[src/rtl/lcd_status_reader.sv]
// Timed HD44780 read cycles (RW=1): returns busy flag / address counter or a data byte,
// with optional status polling until BF=0 or a poll limit is reached.
module lcd_status_reader #(
    parameter int T_AS      = 8,
    parameter int T_PW      = 25,
    parameter int T_REC     = 25,
    parameter int MAX_POLLS = 255,
    parameter int CNT_W     = 8
) (
    input  logic       clk,
    input  logic       reset,
    input  logic       start,
    input  logic       mode,
    input  logic       poll,
    input  logic [7:0] lcd_data_in,
    output logic       lcd_rs,
    output logic       lcd_rw,
    output logic       lcd_en,
    output logic       bus_owned,
    output logic       busy,
    output logic       done,
    output logic [7:0] rd_data,
    output logic       busy_flag,
    output logic [6:0] addr_cnt,
    output logic       timeout
);

    typedef enum logic [2:0] {IDLE, SETUP, EN_HI, EN_LO, DONE} state_t;

    localparam logic [CNT_W-1:0] LAST_AS  = CNT_W'(T_AS - 1);
    localparam logic [CNT_W-1:0] LAST_PW  = CNT_W'(T_PW - 1);
    localparam logic [CNT_W-1:0] LAST_REC = CNT_W'(T_REC - 1);
    localparam logic [CNT_W:0]   MAXP     = (CNT_W+1)'(MAX_POLLS);

    state_t           state, state_nx;
    logic [CNT_W-1:0] cnt, cnt_nx;
    logic [CNT_W-1:0] poll_cnt, poll_cnt_nx;
    logic [CNT_W:0]   poll_next;
    logic             mode_q, mode_nx;
    logic             poll_q, poll_nx;
    logic             timeout_nx;
    logic             sample;
    logic             in_cycle_nx;

    // one bit wider so the +1 comparison cannot wrap at MAX_POLLS = 2^CNT_W-1
    assign poll_next   = {1'b0, poll_cnt} + (CNT_W+1)'(1);
    assign in_cycle_nx = (state_nx == SETUP) || (state_nx == EN_HI) || (state_nx == EN_LO);

    always_comb begin
        state_nx    = state;
        cnt_nx      = cnt + CNT_W'(1);
        poll_cnt_nx = poll_cnt;
        mode_nx     = mode_q;
        poll_nx     = poll_q;
        timeout_nx  = timeout;
        sample      = 1'b0;
        case (state)
            IDLE: begin
                cnt_nx = '0;
                if (start) begin
                    state_nx    = SETUP;
                    mode_nx     = mode;
                    poll_nx     = poll & ~mode;
                    timeout_nx  = 1'b0;
                    poll_cnt_nx = '0;
                end
            end
            SETUP: begin
                if (cnt == LAST_AS) begin
                    state_nx = EN_HI;
                    cnt_nx   = '0;
                end
            end
            EN_HI: begin
                if (cnt == LAST_PW) begin
                    sample   = 1'b1;
                    state_nx = EN_LO;
                    cnt_nx   = '0;
                end
            end
            EN_LO: begin
                if (cnt == LAST_REC) begin
                    cnt_nx = '0;
                    // busy_flag here is the one sampled at the end of this EN_HI
                    if (poll_q && busy_flag && (poll_next < MAXP)) begin
                        poll_cnt_nx = poll_next[CNT_W-1:0];
                        state_nx    = SETUP;
                    end else begin
                        if (poll_q && busy_flag) timeout_nx = 1'b1;
                        state_nx = DONE;
                    end
                end
            end
            DONE: begin
                cnt_nx   = '0;
                state_nx = IDLE;
            end
            default: begin
                cnt_nx   = '0;
                state_nx = IDLE;
            end
        endcase
    end

    always_ff @(posedge clk or negedge reset) begin
        if (!reset) begin
            state    <= IDLE;
            cnt      <= '0;
            poll_cnt <= '0;
            mode_q   <= 1'b0;
            poll_q   <= 1'b0;
            timeout  <= 1'b0;
        end else begin
            state    <= state_nx;
            cnt      <= cnt_nx;
            poll_cnt <= poll_cnt_nx;
            mode_q   <= mode_nx;
            poll_q   <= poll_nx;
            timeout  <= timeout_nx;
        end
    end

    always_ff @(posedge clk or negedge reset) begin
        if (!reset) begin
            rd_data   <= '0;
            busy_flag <= 1'b0;
            addr_cnt  <= '0;
        end else if (sample) begin
            rd_data <= lcd_data_in;
            if (!mode_q) begin
                busy_flag <= lcd_data_in[7];
                addr_cnt  <= lcd_data_in[6:0];
            end
        end
    end

    // Bus strobes come straight from flops (decoded from next state) so they cannot glitch.
    always_ff @(posedge clk or negedge reset) begin
        if (!reset) begin
            lcd_rs    <= 1'b0;
            lcd_rw    <= 1'b0;
            lcd_en    <= 1'b0;
            bus_owned <= 1'b0;
            busy      <= 1'b0;
            done      <= 1'b0;
        end else begin
            lcd_rs    <= in_cycle_nx & mode_nx;
            lcd_rw    <= in_cycle_nx;
            lcd_en    <= (state_nx == EN_HI);
            bus_owned <= in_cycle_nx;
            busy      <= (state_nx != IDLE);
            done      <= (state_nx == DONE);
        end
    end

endmodule

[config.mk]
export PLATFORM = sky130hd
export DESIGN_NAME = lcd_status_reader
export DESIGN_NICKNAME = d
export VERILOG_FILES = /design/src/rtl/lcd_status_reader.sv
export SDC_FILE = /design/constraint.sdc
export NUM_CORES = 1
export LEC_CHECK = 0
export BUFFER_PORTS_ARGS = -buffer_cell sky130_fd_sc_hd__clkbuf_2
export CAP_MARGIN = 20
export CELL_PAD_IN_SITES_DETAIL_PLACEMENT = 0
export CELL_PAD_IN_SITES_GLOBAL_PLACEMENT = 1
export CORE_ASPECT_RATIO = 0.6
export CORE_MARGIN = 5
export CORE_UTILIZATION = 43
export DETAILED_ROUTE_END_ITERATION = 6
export HOLD_SLACK_MARGIN = 0.08
export PLACE_DENSITY_LB_ADDON = 0.2
export SLEW_MARGIN = 20
export SYNTH_ARGS = -nofsm -noshare
export SYNTH_HDL_FRONTEND = slang
export SYNTH_SLANG_ARGS = --single-unit
[constraint.sdc]
create_clock -name clk -period 2.57 [get_ports clk]
set_input_delay 0.3855 -clock clk [delete_from_list [all_inputs] [get_ports clk]]
set_output_delay 0.3855 -clock clk [all_outputs]
set_load 0.03 [all_outputs]
Yosys cells after proc, flatten, opt, wreduce, memory -nomap -nowiden
Cells that the tools add are included.

Bitwise logic cells: 4. Reduce and logical (&&, ||, !) cells: 12. Muxes and demuxes: 22. Equality and inequality tests: 14. $add $sub $neg: 2. Order comparisons: 1.

Operator list (number): 8-bit 2-to-1 mux (5); 8-bit case mux with 2 select lines (2); 3-bit 2-to-1 mux (5); 3-bit by 2-bit == test with 1-bit output (second input constant) (4); 3-bit case mux with 4 select lines (1); 2-bit inequality test (second input constant) (5); 8-bit by 1-bit adder with 9-bit output (second input constant) (1); 9-bit by 8-bit less-than comparator with 1-bit output (second input constant) (1); 8-bit by 1-bit adder with 8-bit output (second input constant) (1); 8-bit by 3-bit == test with 1-bit output (second input constant) (1); 8-bit by 5-bit == test with 1-bit output (second input constant) (1); 1-bit 2-to-1 mux (8); 3-bit by 1-bit == test with 1-bit output (second input constant) (2); 5-bit AND reduction (1); 2-bit AND reduction (2); 4-bit AND reduction (1); 3-bit == test (second input constant) (1); 3-bit logical NOT (1); 3-bit nonzero test (1); 1-bit AND (2); 1-bit logical AND (2); 1-bit logical OR (2); 1-bit inverter (2); 1-bit case mux with 2 select lines (1); other kinds (2) (2).

Output and inout bits: 23. Word-level logic and storage cells: 69. Register bits: 43.

Logic depth before layout (Yosys ltp)
Gate-level depths: netlist of run 1.

Depth after elaboration: 10. Mapped depth: 8.

Worst setup path before layout of run 1
No wires, ideal clock.

Path kind: reg-to-reg. From: register cnt[0]. To: register addr_cnt[0]. Buffers on the path: 1. Cell stages (with the launch flop): 9. Data arrival time: 1.772 ns. Required time: 2.442 ns. Slack: 0.670 ns. Cells stage by stage: dfrtp_1 -> inv_1 -> ha_1 -> and4b_1 -> and2_1 -> buf_2 -> nand4b_4 -> nor2_8 -> mux2_1.

Longest elaborated chain between the ends: 4.

RTL lines: from (decl) (line 36) `logic [CNT_W-1:0] cnt, cnt_nx;`; from (signal assigned) (line 115) `cnt <= cnt_nx;`; 8-bit by 5-bit == test with 1-bit output (line 75) `if (cnt == LAST_PW) begin`; 1-bit 2-to-1 mux (line 75); 1-bit 2-to-1 mux (line 57) `case (state)`; 2-bit AND reduction (no line); to (signal assigned) (line 132) `addr_cnt <= lcd_data_in[6:0];`; to (decl) (line 24) `output logic [6:0] addr_cnt,`.

No other way between the ends. A chain may end at the register's enable or synchronous reset.

Final worst setup path of run 1
From: register cnt[0]. To: register busy_flag.

Longest elaborated chain between the ends: 4.

RTL lines: 8-bit by 5-bit == test with 1-bit output (line 75); 1-bit 2-to-1 mux (line 75); 1-bit 2-to-1 mux (line 57); 2-bit AND reduction (no line); to (signal assigned) (line 131) `busy_flag <= lcd_data_in[7];`; to (decl) (line 23) `output logic busy_flag,`.

No other way between the ends.

==> summary by stage, run 1 <==
Global routing
Global routing used 13.67% of the available tracks across all layers. Global routing finished with a remaining overflow of 0. The initial antenna violation count was 0.

The via count of the first global-routing pass is 1443. Entering global routing, the biggest net connects 44 pins. The first global-routing pass estimated 6.865 mm of wire.

Worst setup path
The worst register-to-register path has a setup slack of 0.41 ns. The critical path required time is 2.74 ns. STA classifies the critical path startpoint as a register. The critical path class is register to register. STA classifies the critical path endpoint as a register.

The arrival time at the worst endpoint is 2.33 ns. The maximum fanout count along the critical path is 9.

Detailed routing
After detailed routing, the number of vias per cell comes to 5.150. The number of iterations in the first detailed-routing pass is 4. For this run, design rule violations remaining after detail routing come to 0. In this run the remaining antenna-violating nets after routing total 0. The number of DRC violations after detailed-routing iteration 0 is 66. The total length of routed wires is 4.083 mm. In the final routed layout, each cell accounts on average for 14.58 µm. The detailed router placed 1442 vias in this run.

Layout
Cells with a size suffix above 1 make up 28.57% of the layout. The fill cell instance count of the final layout is 431. The antenna diode instance count is 0. The post-synthesis to final-layout area growth is 17.43%. The top cell types in the final layout, fill and taps aside, are 43 x sky130_fd_sc_hd__dfrtp_1, 35 x sky130_fd_sc_hd__clkbuf_2, 16 x sky130_fd_sc_hd__nand2_1. The most common cell after layout, fill and taps aside is sky130_fd_sc_hd__dfrtp_1. For this run, the share of the core covered by cells in the final layout is 52.17%. The net count of the finished layout is 232.

The final design instance area without fill is 2394 µm².

Floorplan
The floorplan row count is 19. The starting utilization of the core area is 44.42%. In this run the standard cell core region covers 4588 µm². The die covers 6262 µm².

The y dimension of the die is 63.33 µm. In this run the horizontal extent of the chip is 98.88 µm. The boundary pin count is 36.

Yosys
In the synthesized netlist the async set-or-reset flop fraction comes to 100.0%. The xor/xnor share of the synthesized area is 3.008%. The cell count after synthesis is 178.

The warning count from the yosys run is 0. The number of flip-flops and latches in the synthesized netlist is 43. The combinational family with the most area after synthesis is simple AND/OR/NAND/NOR gates. The multiplexer share of the synthesized area is 10.62%. The share of the synthesized area in compound gates (AO/OA/AOI/OAI) is 11.42%. The area share of and/or/nand/nor cells after synthesis is 17.31%. In the synthesized netlist the dominant register cell turns out to be sky130_fd_sc_hd__dfrtp_1. The mapped netlist covers 2038 µm².

The number of distinct library cells after synthesis is 48. The number of enable flip-flop cells after synthesis is 0. After Yosys synthesis, full adders, half adders and majority gates account for 1.842% of the synthesized area.

The number of nets in the synthesized netlist is 194. The share of the yosys chip area belonging to registers is 52.79%. Averaged over all synthesized cells, the footprint is 11.45 µm².

Clock tree
In this run the clock root is driven by a sky130_fd_sc_hd__clkbuf_8. The clock tree from TritonCTS is built. The number of buffers inserted by post-CTS setup repair is 0.

The hold-fix buffer count after cts is 0. After clock tree synthesis, the clock-pin slew on the worst setup and hold paths is 0.08 ns. The number of buffers added by the clock tree synthesis step is 5. The CTS H-tree depth is 2. For the worst-skew pair, the clock arrives at the later sink with an insertion delay of 0.29 ns. Once the clock tree was built, the resizer swapped 0 gates to a different size. The CTS sink count is 43. The clock passes through at most 2 buffers.

Timing
The setup TNS after final layout is 0 ns. The worst clock skew is 0.006655 ns. The final max-slew violation count is 0.

After layout, the minimum clock period comes to 2.157 ns. The share of the clock period used by the worst path is 83.94%. The final-report setup violation count is 0. Setup repair after global routing left no endpoint under its margin. The achievable frequency is 463.5 MHz. The remaining max-slew budget at the tightest pin is 63.02%. For the pin with the worst max-slew slack, the measured transition is 0.5548 ns. Final hold analysis gives a worst-case slack of 0.1590 ns. The final number of hold-violating endpoints was 0.

Pwr
The post-route total power is 2129 µW. In this run the power density over the cells is 889.6 nW/µm². The static leakage power is 0.001169 µW.

IR analysis of the VDD net gives a maximum drop of 0.3614 mV.

Run
Max-cap violations in this run came to 0.

Placement
In this run the cell area measured after placement is 2276 µm². At the end of routability-driven placement, the weighted congestion stood at 0.8080. The final HPWL from detailed placement is 2.952 mm. Port buffering added 35 buffers.

Outcome
The run finished with clean final reports.

Worst hold path
The class of the tightest hold or removal check is primary input to asynchronous set/reset pin.
cells in the mapped netlist (all sizes together), types with 5 or more instances:
cell | n | area share [%]
a21oi | 8 | 2.0
buf | 6 | 1.5
mux2 | 18 | 10
nand3 | 9 | 2.2
nor2 | 11 | 2.8
inv | 8 | 1.5
a31oi | 7 | 2.1
dfrtp | 43 | 53
nand2 | 16 | 2.9
xor2 | 5 | 2.1
where the power goes:
part | switching (µW) | internal (µW)
Clock | 231 | 315
Combinational | 319 | 235
Sequential | 207 | 823
registers in the layout, summed over array words and instances (netlist names), 3 cells and up:
| name | flops |
|---|---|
| addr_cnt | 7 |
| cnt | 8 |
| poll_cnt | 8 |
| rd_data | 8 |
| state | 3 |
logic make-up (layout without fill, tap and decap cells):
kind of cell	Yosys count	after routing
AO/OA/AOI/OAI	32	32
XOR/XNOR	7	7
adder cells (fa/ha/maj)	3	3
buffers and inverters	14	53
flip-flops	43	43
multiplexers	19	19
AND/OR/NAND/NOR	60	60
layer usage:
| layer | vias up | wire, µm | track usage, % |
|---|---|---|---|
| li1 | 712 | - | - |
| met1 | 687 | 2207 | 20.42 |
| met2 | 39 | 1618 | 19.15 |
| met3 | 4 | 228 | 4.631 |
| met4 | 0 | 29 | 2.726 |
| met5 | - | 0 | 0 |
path summary, 6_finish.rpt:
kind	cells past startpoint	to	from
setup / recovery	7	busy_flag	cnt[0]
hold / removal	2	poll_cnt[3]	reset
setup reg to reg	7	busy_flag	cnt[0]
hold reg to reg	1	addr_cnt[4]	addr_cnt[4]
max in group asynchronous	2	cnt[1]	reset
min in group clk	2	addr_cnt[6]	lcd_data_in[6]
metrics by stage:
step	cells	setup slack (ns)
final	280	0.4126
after global placement	272	0.5017
after CTS	280	0.3955
after floorplan	178	0.6700
after global routing	280	0.2934
after detailed placement	272	0.4126
critical path, stage by stage, from the launching register on:
cell and delay (ns):
sky130_fd_sc_hd__dfrtp_1 0.42, sky130_fd_sc_hd__inv_1 0.07, sky130_fd_sc_hd__ha_1 0.13, sky130_fd_sc_hd__and4b_1 0.24, sky130_fd_sc_hd__and2_1 0.30, sky130_fd_sc_hd__nand4b_4 0.28, sky130_fd_sc_hd__nor2_8 0.24, sky130_fd_sc_hd__mux2_1 0.34
area by class of cell:
cell class	instances	area (µm²)	share of cell area [%]
flip-flops and latches	43	1076	44.96
multi-input cells	121	900.9	37.64
clock inverters	2	35.03	1.464
well taps	63	78.83	3.293
repair buffers	37	190.2	7.946
inverters	8	30.03	1.255
clock buffers	6	82.58	3.450
(Power assumes the default switching activity.)
==> run 2, diff against run 1 <==
--- a/config.mk
+++ b/config.mk
@@ -11,7 +11,7 @@
 export CELL_PAD_IN_SITES_GLOBAL_PLACEMENT = 1
 export CORE_ASPECT_RATIO = 0.6
 export CORE_MARGIN = 5
-export CORE_UTILIZATION = 43
+export CORE_UTILIZATION = 39
 export DETAILED_ROUTE_END_ITERATION = 6
 export HOLD_SLACK_MARGIN = 0.08
 export PLACE_DENSITY_LB_ADDON = 0.2
==> constraint.sdc (replaced) <==
create_clock -name clk -period 1.8 [get_ports clk]
set_input_delay 0.27 -clock clk [delete_from_list [all_inputs] [get_ports clk]]
set_output_delay 0.27 -clock clk [all_outputs]
set_load 0.03 [all_outputs]
==> run 2 against run 1 <==
The run now ends with negative setup slack left. Non-clock buffer count up 31. Hold slack better by 0.050 ns. Wire length up 18%. Fmax up 20%. Flip-flop and latch count unchanged. Register-to-register slack worse by 0.42 ns. Clock power up 42%.
==> summary by stage, run 2 (synthesis gave the netlist of run 1 again) <==
Detailed routing
The total via count in the routed design is 1634 (+13%). The number of iterations in the first detailed-routing pass was 4 (unchanged). The via count normalized by instance count is 5.204 (+1.0%).

The number of design rule violations left after detail routing was 0 (unchanged). The total length of routed wires is 4.831 mm (+18%). The post-detailed-route wirelength per cell is 15.39 µm (+5.5%).

The number of DRC violations after detailed-routing iteration 0 is 92 (+39%). The number of routed nets with antenna violations is 0 (unchanged).

Global routing
The initial antenna violation count is 0 (unchanged). The via count of the first global-routing pass is 1683 (+17%). The pin count of the biggest net entering global routing came to 25 (-43%). The first-pass GRT wire length is 8.142 mm (+19%).

The total routing usage reported by global routing is 15.63% (+2.0 points). The total congestion overflow after global routing is 0 (unchanged).

Timing
The shortest clock period the worst path allows after layout is 1.802 ns (-0.3549 ns). The share of the clock period used by the worst path is 100.1% (+16 points). The achievable frequency came to 554.8 MHz (+20%).

The final hold slack is 0.2089 ns (+0.04989 ns). The slew at the pin closest to its max-slew limit is 0.5314 ns (-0.02337 ns). The remaining max-slew budget at the tightest pin was 64.57% (+1.6 points). Setup repair after global routing could not meet its margin everywhere.

The final max-slew violation count is 0 (unchanged). The final-report setup violation count is 1 (+1). The post-layout worst setup margin came to -0.002436 ns (-0.4151 ns). The worst clock skew came to 0.008924 ns (+0.002269 ns). The final number of hold-violating endpoints is 0 (unchanged).

Clock tree
The clock root buffer is sky130_fd_sc_hd__clkbuf_8. The number of buffers added by the clock tree synthesis step is 5 (unchanged). The clock tree from TritonCTS is built. The number of buffers between clock root and the deepest sink came to 2 (unchanged). The source-to-sink clock delay at the later pin of the worst-skew pair is 0.29 ns (about the same). The CTS sink count was 43 (unchanged).

The clock slew seen by the registers of the worst setup and hold paths came to 0.08 ns (about the same). The CTS H-tree depth is 2 (unchanged).

Worst setup path
The delay of the slowest critical-path stage is 0.45 ns (+0.03 ns). The critical path class is register to register. The maximum fanout count along the critical path is 7 (-2). On the critical path the largest part of the delay comes from compound AO/OA/AOI/OAI gates. STA classifies the critical path endpoint as a register. The slowest cell on the critical path is sky130_fd_sc_hd__dfrtp_2. The signal on the critical path passes through ha_4, nand4b_1, nor3_4, a211oi_4, buf_6, a21o_4, a31oi_2. The arrival time at the worst endpoint was 2.01 ns (-0.32 ns). The critical path required time is 2.01 ns (-0.73 ns).

STA classifies the critical path startpoint as a register. The combined buffer and inverter count along the critical path is 1 (unchanged).

Pwr
The power density normalized to cell area came to 1243 nW/µm² (+40%). The net switching power came to 1260 µW (+66%). The fraction of power spent switching nets is 36.56% (+1.0 points). The maximum ir drop on the vdd rail was 0.5084 mV (+41%).

The share of total power in the clock network is 22.4% (-3.2 points). The static leakage power is 0.001345 µW (+15%). The cell-internal power is 2186 µW (+59%). The sequential group share of total power is 40.4% (-8.0 points). The relative contribution of combinational cells to total power is 37.2% (+11 points).

Placement
The placer congestion estimate is 0.7862 (-2.7%). The final HPWL from detailed placement is 3.552 mm (+20%). The count of buffers inserted at the top-level ports is 35 (unchanged). The worst setup timing slack at the placement stage came to -0.1143 ns (-0.5270 ns).

Floorplan
The x dimension of the die is 103.3 µm (+4.5%). The floorplan row count was 20 (+1). The y dimension of the die is 66.00 µm (+4.2%). The starting utilization of the core area was 40.32% (-4.1 points). The area of the core is 5055 µm² (+10%). The total die area came to 6819 µm² (+8.9%).

The boundary pin count is 36 (unchanged).

Outcome
The flow ran to the end, but the final reports show violations. The final reports fail on negative setup slack.

Layout
The top cell types in the final layout, fill and taps aside, are 40 x sky130_fd_sc_hd__dfrtp_1, 35 x sky130_fd_sc_hd__clkbuf_2, 29 x sky130_fd_sc_hd__buf_4. The most common cell after layout, fill and taps aside is sky130_fd_sc_hd__dfrtp_1. In the final layout, the registers with the most flip-flops are cnt x8, poll_cnt x8, rd_data x8. The post-synthesis to final-layout area growth is 36.03%. The fraction of final layout cells with drive strength greater than 1 was 43.95% (+15 points). The number of nets in the finished design is 263 (+13%). The antenna diode instance count is 0 (unchanged).

Worst hold path
The class of the tightest hold or removal check is primary input to register.

Run
The number of violations of the max-capacitance limit is 0 (unchanged).
==> run 2: metal layers <==
layer	GRT usage [%]	share of wire [%]	up-vias
li1	-	-	772
met1	22.51	47	808
met2	22.92	46	50
met3	4.320	5.9	4
met4	4.362	0.89	0
met5	0	0	-
==> run 2: area by class of cell <==
type / instances / area [µm²]
Clock buffer: 6 / 82.58
Clock inverter: 2 / 35.03
Fill cell: 427 / 2282
Inverter: 8 / 30.03
Multi-Input combinational cell: 121 / 1017
Sequential cell: 43 / 1080
Tap cell: 66 / 82.58
Timing Repair Buffer: 68 / 445.4
==> run 2: worst register-to-register path, stage by stage, from the launching register on <==
cell	delay, ns
sky130_fd_sc_hd__dfrtp_2	0.45
sky130_fd_sc_hd__ha_4	0.28
sky130_fd_sc_hd__nand4b_1	0.15
sky130_fd_sc_hd__nor3_4	0.22
sky130_fd_sc_hd__a211oi_4	0.10
sky130_fd_sc_hd__buf_6	0.12
sky130_fd_sc_hd__a21o_4	0.23
sky130_fd_sc_hd__a31oi_2	0.17
==> run 2: path summary, 6_finish.rpt <==
kind	startpoint	end	slack (ns)	cells after the start
min reg2reg	addr_cnt[4]	addr_cnt[4]	0.49	1
max	poll_cnt[0]	poll_cnt[3]	-0.002	7
max reg2reg	poll_cnt[0]	poll_cnt[3]	-0.002	7
min in group asynchronous	reset	done	0.49	2
min	lcd_data_in[1]	addr_cnt[1]	0.21	2
max in group asynchronous	reset	poll_cnt[3]	0.80	3
==> run 2: power groups by stage <==
| stage | registers [µW] | logic (µW) | clock network (µW) |
|---|---|---|---|
| 3_3_place_gp | 1380 | 1080 | 0 |
| 5_1_grt | 1420 | 1420 | 828 |
| 4_1_cts | 1380 | 1190 | 794 |
| 2_1_floorplan | 1450 | 595 | 0 |
| 3_5_place_dp | 1390 | 1110 | 0 |
| 6_report | 1390 | 1280 | 772 |
==> run 2: timing repair <==
item	4_1_cts	5_1_grt
endpoints found under the setup margin	33	26
endpoints found under the hold margin	19	0
pin swaps	2	3
hold buffers	1	0
gates resized for setup	9	14
setup buffers	1	1
==> run 2: per-stage QoR <==
stage / utilization, % / total power [µW] / TNS [ns] / cells / area, µm²
finish: 54.85 / 3446 / -0.002436 / 314 / 2773
global route: 54.85 / 3666 / -1.474 / 314 / 2773
CTS: 53.37 / 3361 / -0.07416 / 314 / 2698
detailed placement: 49.65 / 2499 / -1.524 / 304 / 2510
global placement: 49.65 / 2462 / -0.7914 / 304 / 2510
floorplan: - / 2049 / -0.6599 / 178 / 2044
==> run 3, diff against run 2 <==
--- a/config.mk
+++ b/config.mk
@@ -5,16 +5,18 @@
 export SDC_FILE = /design/constraint.sdc
 export NUM_CORES = 1
 export LEC_CHECK = 0
+export ABC_AREA = 1
 export BUFFER_PORTS_ARGS = -buffer_cell sky130_fd_sc_hd__clkbuf_2
 export CAP_MARGIN = 20
 export CELL_PAD_IN_SITES_DETAIL_PLACEMENT = 0
 export CELL_PAD_IN_SITES_GLOBAL_PLACEMENT = 1
 export CORE_ASPECT_RATIO = 0.6
 export CORE_MARGIN = 5
-export CORE_UTILIZATION = 39
+export CORE_UTILIZATION = 37
 export DETAILED_ROUTE_END_ITERATION = 6
 export HOLD_SLACK_MARGIN = 0.08
 export PLACE_DENSITY_LB_ADDON = 0.2
+export SKIP_CTS_REPAIR_TIMING = 1
 export SLEW_MARGIN = 20
 export SYNTH_ARGS = -nofsm -noshare
 export SYNTH_HDL_FRONTEND = slang
==> run 3 against run 2 <==
Clock skew fell by 0.0042 ns. Synthesized cell count rose by 44%. Non-clock buffer count fell by 12. The flow now finishes without violations. Clock-buffer cell count fell by 1.
==> summary by stage, run 3 <==
Outcome
The run finished with clean final reports.

Yosys
The share of the yosys chip area belonging to registers came to 51.87% (-0.92 points). The number of enable flip-flop cells after synthesis is 0 (unchanged). The most instantiated library cell after synthesis is sky130_fd_sc_hd__nand2_1.

The post-synthesis cell area is 2074 µm² (+1.8%). The synthesized netlist net count was 273 (+41%). The cell count after synthesis is 257 (+44%). The portion of synthesized cell area occupied by the leading cell type is 51.87% (-0.92 points).

The biggest area contributor in the post-synthesis netlist is sky130_fd_sc_hd__dfrtp_1. The post-synthesis area per instance was 8.072 µm² (-30%). The number of distinct library cells after synthesis is 30 (-38%). The number of flip-flops and latches in the synthesized netlist is 43 (unchanged).

The warning count from the yosys run is 0 (unchanged). By area the synthesized netlist is led by sky130_fd_sc_hd__dfrtp_1 52%, sky130_fd_sc_hd__nand2_1 12%, sky130_fd_sc_hd__inv_1 7.2%, sky130_fd_sc_hd__nand3_1 4.6%, sky130_fd_sc_hd__nor2_1 4.3%. Among all flip-flop cells after synthesis, the most frequent one is sky130_fd_sc_hd__dfrtp_1.

The post-synthesis async set-or-reset flop share is 100.0% (unchanged). After synthesis, the most frequently instantiated cells are 65 x sky130_fd_sc_hd__nand2_1, 43 x sky130_fd_sc_hd__dfrtp_1, 40 x sky130_fd_sc_hd__inv_1, 24 x sky130_fd_sc_hd__nor2_1, 19 x sky130_fd_sc_hd__nand3_1.

Global routing
The total congestion overflow after global routing is 0 (unchanged). The initial antenna violation count is 0 (unchanged). The total routing usage reported by global routing came to 15.04% (-0.59 points). The first-pass GRT wire length is 8.459 mm (+3.9%). The via count of the first global-routing pass is 1740 (+3.4%). The pin count of the biggest net entering global routing is 44 (+76%).

Layout
The final design instance area without fill is 2704 µm² (-2.5%). The fill cell instance count of the final layout is 559 (+31%). The antenna diode instance count is 0 (unchanged). The area taken by multi-input logic gates is 905.9 µm² (-11%).

The number of nets in the finished design is 333 (+27%). Leaving out fill and tap cells, the most frequent cell in the layout is sky130_fd_sc_hd__nand2_1. In the layout the commonest cells are 54 x sky130_fd_sc_hd__nand2_1, 41 x sky130_fd_sc_hd__dfrtp_1, 37 x sky130_fd_sc_hd__inv_1.

In the final layout, the registers with the most flip-flops are cnt x8, poll_cnt x8, rd_data x8. The register cell area after layout is 1079 µm² (-0.12%). The post-synthesis to final-layout area growth is 30.34%. The fraction of final layout cells with drive strength greater than 1 is 30.19% (-14 points).

Pwr
The post-route total power is 1918 µW (-44%). The power density normalized to cell area is 709.3 nW/µm² (-43%). The maximum ir drop on the vdd rail is 0.3284 mV (-35%). The static leakage power is 0.001439 µW (+7.0%).

Timing
The final hold slack was 0.1872 ns (-0.02168 ns). The achievable frequency is 576.7 MHz (+3.9%). Setup repair after global routing could not meet its margin everywhere. The shortest clock period the worst path allows after layout came to 1.734 ns (-0.06839 ns). The share of the clock period used by the worst path came to 96.34% (-3.8 points). The final-report setup violation count is 0 (-1). The remaining max-slew budget at the tightest pin came to 71.12% (+6.5 points).

The worst clock skew is 0.004735 ns (-0.004190 ns). The final max-slew violation count was 0 (unchanged). The final number of hold-violating endpoints is 0 (unchanged). The slew at the pin closest to its max-slew limit is 0.4299 ns (-0.1015 ns).

Worst setup path
The maximum fanout count along the critical path is 8 (+1). The critical path capture point is poll_cnt[1]. The signal on the critical path passes through ha_4, nand2_4, inv_2, nand3_2, nand2_1, nand2_2, nor2_1, nand2_1, nand2_2, o21ai_4, nand2_4, nand2_1, nand2_1.

The worst setup path is launched from a register. Among cell families on the critical path, the largest total delay comes from simple AND/OR/NAND/NOR gates. The reg-to-reg critical path endpoint is poll_cnt[1]. The count of cell instances traversed by the critical path is 13 (+6). In this design, the critical path's most frequently occurring cell is sky130_fd_sc_hd__nand2_1. The combined buffer and inverter count along the critical path is 1 (unchanged). The setup slack of the worst register-to-register path is 0.07 ns (+0.07 ns). The critical path is of the register to register type. The beginning of the worst register-to-register path is poll_cnt[1]. The depth of the worst register-to-register path is 13 (+6). The arrival time at the worst endpoint is 1.93 ns (-0.08 ns). The critical path required time came to 2.00 ns (about the same).

The launching instance or port of the critical path is poll_cnt[1]. The delay of the slowest critical-path stage is 0.43 ns (-0.02 ns). The slowest cell on the critical path is sky130_fd_sc_hd__dfrtp_1.

The critical path capture point type is a register.

Detailed routing
The number of DRC violations after detailed-routing iteration 0 was 55 (-40%). The number of routed nets with antenna violations is 0 (unchanged). The total length of routed wires is 4.848 mm (+0.35%).

The total via count in the routed design is 1785 (+9.2%). The via count normalized by instance count is 4.612 (-11%). The post-detailed-route wirelength per cell was 12.53 µm (-19%). The number of design rule violations left after detail routing is 0 (unchanged). The number of iterations in the first detailed-routing pass was 4 (unchanged).

Run
The number of violations of the max-capacitance limit is 0 (unchanged).

Floorplan
The x dimension of the die is 106.7 µm (+3.2%). The floorplan row count is 21 (+5.0%). The y dimension of the die is 68 µm (+3.0%). The starting utilization of the core area was 37.60% (-2.7 points). The boundary pin count was 36 (unchanged). The total die area is 7253 µm² (+6.4%).

The area of the core is 5518 µm² (+9.2%).

Clock tree
Clock tree synthesis selected as its root buffer the cell sky130_fd_sc_hd__clkbuf_8. The CTS H-tree depth is 2 (unchanged). The clock slew seen by the registers of the worst setup and hold paths is 0.09 ns (about the same).

The CTS sink count was 43 (unchanged). The number of buffers between clock root and the deepest sink came to 2 (unchanged). The number of buffers added by the clock tree synthesis step is 5 (unchanged).

The source-to-sink clock delay at the later pin of the worst-skew pair is 0.30 ns (about the same). TritonCTS built the clock tree.

Placement
The placer congestion estimate came to 0.7689 (-2.2%). The count of buffers inserted at the top-level ports was 35 (unchanged). The final HPWL from detailed placement is 3.641 mm (+2.5%). The total cell area at the placement stage is 2446 µm² (-2.5%).

Worst hold path
The worst hold path belongs to the class primary input to register.
==> run 3: metal layers <==
metal	GRT usage [%]	up-vias	routed length, µm
li1	-	942	-
met5	0	-	0
met4	4.466	0	34
met2	20.38	35	1832
met3	5.184	5	329
met1	22.29	803	2651
==> run 3: worst register-to-register path, cell delays in order (launching register included) <==
cell,delay [ns]
sky130_fd_sc_hd__dfrtp_1,0.43
sky130_fd_sc_hd__ha_4,0.20
sky130_fd_sc_hd__nand2_4,0.07
sky130_fd_sc_hd__inv_2,0.05
sky130_fd_sc_hd__nand3_2,0.06
sky130_fd_sc_hd__nand2_1,0.06
sky130_fd_sc_hd__nand2_2,0.06
sky130_fd_sc_hd__nor2_1,0.04
sky130_fd_sc_hd__nand2_1,0.07
sky130_fd_sc_hd__nand2_2,0.08
sky130_fd_sc_hd__o21ai_4,0.26
sky130_fd_sc_hd__nand2_4,0.14
sky130_fd_sc_hd__nand2_1,0.08
sky130_fd_sc_hd__nand2_1,0.05
==> run 3: cells by family (layout without fill, tap and decap cells) <==
kind of cell,after synthesis,count (layout),synth area share (%)
adders and majority gates,3,3,1.810
DFF,43,43,51.87
and+or+nand+nor,131,131,27.74
xor gates and xnor gates,1,1,0.4223
buffers and inverters,44,105,8.142
AOI/OAI and AO/OA,35,35,10.01
==> run 3: worst min-delay path by stage <==
stage                     start           to  slack [ns]  cells after the start
after global routing       poll       poll_q        0.19                      2
after CTS                 reset       cnt[4]       -0.06                      2
final                      poll       poll_q        0.19                      2
after global placement    reset       cnt[4]        0.27                      2
after detailed placement  reset       cnt[2]        0.27                      2
after floorplan           reset  addr_cnt[0]       -0.03                      0
==> run 3: cell type report <==
class	count	area share, %
inverters	41	5.692
multi-input cells	170	33.50
clock buffers	5	2.545
repair buffers	56	13.47
clock inverters	3	1.712
flip-flops and latches	43	39.89
well taps	69	3.193
==> run 3: stage by stage <==
stage | util (%) | setup TNS (ns) | cells | setup slack [ns]
3_5_place_dp | 44.33 | -0.07766 | 373 | -0.01478
3_3_place_gp | 44.33 | -0.003315 | 373 | -0.003315
2_1_floorplan | - | 0 | 257 | 0.1129
4_1_cts | 46.42 | -0.1976 | 381 | -0.03210
6_report | 49.00 | 0 | 387 | 0.06595
5_1_grt | 49.00 | -0.9473 | 387 | -0.09412
==> run 3: where the power goes <==
part	switching (µW)	total (µW)	internal [µW]	leakage (µW)
Sequential	12.1	999	987	0.000515
Clock	360	778	418	0.0000548
Combinational	94.5	141	46.9	0.000870
